File: src/rtl/spram_lsu_bridge.sv
// LSU-to-spram bridge: byte/half/word requests become word accesses with
// byte masks, and load data comes back aligned and extended.
// Responses go through a small FIFO so the LSU can apply back-pressure.
// Ports:
//   clk_i, rst_ni            clock, async active-low reset
//   req_valid_i/req_ready_o  LSU request handshake
//   req_addr_i, req_we_i     byte address, 1=store
//   req_size_i               00 byte, 01 half, 10 word, 11 illegal
//   req_unsigned_i           zero-extend loads when 1
//   req_wdata_i              right-justified store data
//   rsp_valid_o/rsp_ready_i  response handshake (FIFO head)
//   rsp_rdata_o, rsp_err_o   extended load data, misaligned/illegal flag
//   mem_*                    spram side (1-cycle read latency)
module spram_lsu_bridge #(
    parameter int ADDRW     = 32,
    parameter int RSP_DEPTH = 2
) (
    input  logic             clk_i,
    input  logic             rst_ni,
    input  logic             req_valid_i,
    output logic             req_ready_o,
    input  logic [ADDRW-1:0] req_addr_i,
    input  logic             req_we_i,
    input  logic [1:0]       req_size_i,
    input  logic             req_unsigned_i,
    input  logic [31:0]      req_wdata_i,
    output logic             rsp_valid_o,
    input  logic             rsp_ready_i,
    output logic [31:0]      rsp_rdata_o,
    output logic             rsp_err_o,
    output logic             mem_valid_o,
    output logic             mem_we_o,
    output logic [ADDRW-1:0] mem_addr_o,
    output logic [31:0]      mem_wdata_o,
    output logic [3:0]       mem_mask_o,
    input  logic [31:0]      mem_rdata_i,
    input  logic             mem_resp_i
);

    localparam int PW = (RSP_DEPTH > 1) ? $clog2(RSP_DEPTH) : 1;
    localparam int CW = $clog2(RSP_DEPTH + 2);
    localparam logic [CW-1:0] DEPTH_C = CW'(RSP_DEPTH);
    localparam logic [PW-1:0] LAST_C  = PW'(RSP_DEPTH - 1);

    typedef struct packed {
        logic [1:0] off;
        logic [1:0] size;
        logic       uns;
        logic       we;
        logic       err;
    } meta_t;

    meta_t          r_meta;
    logic           r_inflight;
    logic [CW-1:0]  r_count;
    logic [PW-1:0]  r_wptr;
    logic [PW-1:0]  r_rptr;
    logic [31:0]    r_data [RSP_DEPTH];
    logic           r_err  [RSP_DEPTH];

    logic [1:0]     w_off;
    logic           w_err;
    logic           w_fire;
    logic           w_pop;
    logic           w_push;
    logic [CW-1:0]  w_occ;
    logic [CW-1:0]  w_occ_net;
    logic [31:0]    w_wdata;
    logic [3:0]     w_mask;
    logic [31:0]    w_sh;
    logic [31:0]    w_fmt;

    assign w_off = req_addr_i[1:0];
    assign w_err = (req_size_i == 2'b11)
                 | ((req_size_i == 2'b01) & w_off[0])
                 | ((req_size_i == 2'b10) & (w_off != 2'b00));

    // In-flight request already owns a FIFO slot; a pop this
    // cycle frees one, so ready depends combinationally on rsp_ready_i.
    assign rsp_valid_o = (r_count != '0);
    assign w_pop       = rsp_valid_o & rsp_ready_i;
    assign w_occ       = r_count + {{(CW-1){1'b0}}, r_inflight};
    assign w_occ_net   = w_occ - {{(CW-1){1'b0}}, w_pop};
    assign req_ready_o = (w_occ_net < DEPTH_C);
    assign w_fire      = req_valid_i & req_ready_o;

    assign mem_valid_o = w_fire;
    assign mem_we_o    = req_we_i & ~w_err;
    assign mem_addr_o  = {req_addr_i[ADDRW-1:2], 2'b00};

    always_comb begin
        w_wdata = req_wdata_i;
        w_mask  = 4'b1111;
        case (req_size_i)
            2'b00: begin
                w_wdata = {4{req_wdata_i[7:0]}};
                w_mask  = 4'b0001 << w_off;
            end
            2'b01: begin
                w_wdata = {2{req_wdata_i[15:0]}};
                w_mask  = 4'b0011 << w_off;
            end
            default: ;
        endcase
    end

    assign mem_wdata_o = w_wdata;
    assign mem_mask_o  = mem_we_o ? w_mask : 4'b0000;

    assign w_sh   = mem_rdata_i >> {r_meta.off, 3'b000};
    assign w_push = mem_resp_i & r_inflight;

    always_comb begin
        w_fmt = w_sh;
        case (r_meta.size)
            2'b00: w_fmt = {{24{~r_meta.uns & w_sh[7]}}, w_sh[7:0]};
            2'b01: w_fmt = {{16{~r_meta.uns & w_sh[15]}}, w_sh[15:0]};
            default: ;
        endcase
        if (r_meta.we | r_meta.err) begin
            w_fmt = 32'h0;
        end
    end

    always_ff @(posedge clk_i or negedge rst_ni) begin
        if (!rst_ni) begin
            r_meta     <= '0;
            r_inflight <= 1'b0;
            r_count    <= '0;
            r_wptr     <= '0;
            r_rptr     <= '0;
            for (int i = 0; i < RSP_DEPTH; i++) begin
                r_data[i] <= 32'h0;
                r_err[i]  <= 1'b0;
            end
        end else begin
            r_inflight <= w_fire;
            if (w_fire) begin
                r_meta <= '{off:  w_off,
                            size: req_size_i,
                            uns:  req_unsigned_i,
                            we:   req_we_i,
                            err:  w_err};
            end
            if (w_push) begin
                r_data[r_wptr] <= w_fmt;
                r_err[r_wptr]  <= r_meta.err;
                r_wptr <= (r_wptr == LAST_C) ? '0 : r_wptr + PW'(1);
            end
            if (w_pop) begin
                r_rptr <= (r_rptr == LAST_C) ? '0 : r_rptr + PW'(1);
            end
            case ({w_push, w_pop})
                2'b10:   r_count <= r_count + CW'(1);
                2'b01:   r_count <= r_count - CW'(1);
                default: ;
            endcase
        end
    end

    assign rsp_rdata_o = rsp_valid_o ? r_data[r_rptr] : 32'h0;
    assign rsp_err_o   = rsp_valid_o ? r_err[r_rptr]  : 1'b0;

endmodule
File: config.mk
export PLATFORM = sky130hd
export DESIGN_NAME = spram_lsu_bridge
export DESIGN_NICKNAME = d
export VERILOG_FILES = /design/src/rtl/spram_lsu_bridge.sv
export SDC_FILE = /design/constraint.sdc
export NUM_CORES = 1
export LEC_CHECK = 0
export ABC_AREA = 1
export CELL_PAD_IN_SITES_DETAIL_PLACEMENT = 0
export CELL_PAD_IN_SITES_GLOBAL_PLACEMENT = 2
export CORE_MARGIN = 5
export CORE_UTILIZATION = 23
export DETAILED_ROUTE_END_ITERATION = 10
export PLACE_DENSITY = 0.84
export SLEW_MARGIN = 20
export SYNTH_ARGS = -nofsm -noshare
export SYNTH_HDL_FRONTEND = slang
export SYNTH_SLANG_ARGS = --single-unit
export TNS_END_PERCENT = 50
File: constraint.sdc
create_clock -name clk_i -period 2.91 [get_ports clk_i]
set_input_delay 0.582 -clock clk_i [delete_from_list [all_inputs] [get_ports clk_i]]
set_output_delay 0.582 -clock clk_i [all_outputs]
set_load 0.05 [all_outputs]
==> reports/results.ini <==
[setup_path]
path_class = input pin to primary output
rr_endpoint = r_data[17]
cpMaxStageDelayCell = clkdlybuf4s50_1
r2r_slack_ns = 0.91
reg2reg_depth = 8
cp.arrival_ns = 2.18
crit_family = buffers and inverters
r2r_start = r_meta[5]
crit_required_ns = 2.33
slowest_delay_ns = 0.46
path_cells = clkdlybuf4s50_1 > inv_1 > nor2_2 > ha_1 > nor2_4 > xor2_4 > buf_4 > buf_12
critPathCaptureType = primary output
worstSetupStartpointType = input pin
critPathBufInv = 4
crit_fanout = 8

[global_route]
grt_pass1_wl_mm = 28.5
grt_antenna_before_repair = 1
grt_max_degree = 52
grt_usage_pct = 14.0
grt-ovfl-total = 0
grt_pass1_vias = 5109

[cts]
htree_num_levels = 3
cts_root_buf = clkbuf_16
cts_tree = yes
cts-buffers-inserted = 9
cts_sinks = 78
clkTransAtPathRegs_ns = 0.05
postCtsSetupBuffers = 0
ctsHoldBuffers = 0
clk_path_buf_depth = 2
clk_latency_ns = 0.34

[logic_synthesis]
synth_top_cell_area_share_pct = 37.3
synth_common_cells = 303 x nand2_1, 78 x dfrtp_1, 73 x nand3_1
yosys.area.top_type = dfrtp_1
ys_seq_area_share_pct = 37.3
synth_area_leaders = dfrtp_1 37%, nand2_1 22%, nand3_1 7.0%, buf_4 6.6%, a21oi_1 5.2%
ys_ff_latch = 78
synthesis.area_mm2 = 0.00523
yosysMostFrequentCell = nand2_1
synth_top_flop_cell = dfrtp_1
ys_async_sr_fraction_pct = 100
synth_cell_type_count = 32
yosysWarnings = 0
synth_edf_count = 0
synth_area_per_cell_um2 = 7.14
syn_inst = 733

[floorplanning]
io_pins = 210
rows = 55
die-width_um = 161
core-area_mm2 = 0.0225
initial_core_util_pct = 23.3
dieArea_mm2 = 0.0259
die_h_um = 161

[timing]
min_period_over_period_pct = 95.1
rsz0062_at_grt = no
period_minus_slack_ns = 2.77
worstMarginPinSlew_ns = 0.700
fin_skew_ns = 0.00308
slew_viol_final = 0
slew_headroom_pct = 53.1
hold_viol = 0
tns_ns = 0
setup_viol = 0
max_freq_mhz = 361

[outcome]
status = finished clean

[place]
place_congestion = 0.833
place_area_mm2 = 0.00689
hpwl_mm = 13.5
io_buffers = 147

[detailed_routing]
wl_per_cell_um = 16.0
drc = 0
ant_nets = 0
wirelength_mm = 17.9
drtPass1Iterations = 5
num_vias = 5049
via_per_inst = 4.51
drtIter0Drc = 321

[pwr]
p_per_area_mw_per_mm2 = 1070
ir_drop_mv = 0.430
p_leak_uw = 0.00342

[min_path]
hold_path.class = input pin to asynchronous set/reset pin

[final_layout]
drive_gt1_share_pct = 18.3
nets = 937
area_growth_pct = 36.9
fin_area_mm2 = 0.00717
num_antenna_cells = 0
n_fill_cell = 2430

[flow_run]
maxCapViolations = 0

## worst reg2reg max path: cells and delay by family, from the launching register on
kind / cells / cell delay (ns)
and+or+nand+nor: 6 / 1.10
buffers and inverters: 2 / 0.47
DFF: 1 / 0.32
## routing by layer
| metal | share of wire, % | vias up | track usage (%) |
|---|---|---|---|
| met1 | 43 | 2313 | 18.0 |
| met4 | 3.2 | 2 | 6.36 |
| met5 | 0.061 | - | 0 |
| li1 | - | 2515 | - |
| met3 | 7.9 | 37 | 4.21 |
| met2 | 46 | 182 | 21.6 |
## power by group
part	internal [uW]	total [uW]	switching, uW	leakage, uW
registers	1520	1820	303	0.00103
logic	1530	4810	3280	0.00226
clock network	619	1050	427	0.000133
total	3660	7670	4010	0.00342
## metrics by stage
step | instances | hold slack (ns) | total power, uW | utilization [%] | setup slack (ns)
after floorplan | 734 | 0.286 | 5390 | - | 0.0803
after global placement | 1104 | 0.462 | 6690 | 30.6 | 0.0453
after detailed placement | 1104 | 0.463 | 6690 | 30.6 | 0.0570
after CTS | 1119 | 0.301 | 7780 | 31.8 | 0.0429
after global routing | 1119 | 0.342 | 8270 | 31.8 | 0.0252
final | 1119 | 0.285 | 7670 | 31.8 | 0.144
## layout make-up
class | instances | area, um^2 | share of cell area [%]
clock buffer | 14 | 264 | 3.68
clock inverter | 1 | 5.00 | 0.0698
inverter | 34 | 141 | 1.97
multi-input combinational | 535 | 2570 | 35.8
sequential | 78 | 1950 | 27.2
tap | 285 | 357 | 4.98
timing repair buffer | 172 | 1880 | 26.2
## how the worst max path moves through the flow
stage	start	end	slack (ns)	depth (start not counted)
6_report	rsp_ready_i	req_ready_o	0.14	8
3_5_place_dp	rsp_ready_i	req_ready_o	0.06	8
5_1_grt	rsp_ready_i	mem_valid_o	0.03	9
3_3_place_gp	rsp_ready_i	req_ready_o	0.05	8
2_1_floorplan	rsp_ready_i	mem_valid_o	0.08	7
4_1_cts	rsp_ready_i	req_ready_o	0.04	8
## cells by family (layout without fill, tap and decap cells)
family                     count (synthesis)  in the layout  synth area share, %
and+or+nand+nor                          415            415                 35.7
buffers and inverters                    121            221                 13.9
AOI/OAI and AO/OA                        111            111                 11.3
DFF                                       78             78                 37.3
xor gates and xnor gates                   5              5                 1.34
adders and majority gates                  2              2                0.478
other                                      1              2               0.0717
## repair_timing
action	in CTS	in global routing
gates resized for setup	0	3
endpoints found under the hold margin	0	0
setup endpoints to repair	0	3
## registers in the layout, summed over array words and instances, names as in the netlist
name / cells
r_count: 2
r_data: 64
r_err: 2
r_inflight: 1
r_meta: 7
r_rptr: 1
r_wptr: 1
## cell usage in the layout, fill, tap and decap left out, drive strengths merged, types with 10 or more instances in the layout
cell type / netlist / layout
a21oi: 55 / 55
buf: 67 / 97
clkbuf: 20 / 14
clkdlybuf4s50: 0 / 75
dfrtp: 78 / 78
inv: 32 / 32
nand2: 307 / 307
nand3: 98 / 98
nor2: 10 / 10
o211ai: 12 / 12
o21ai: 44 / 44
Power figures use the tool's default switching activity.
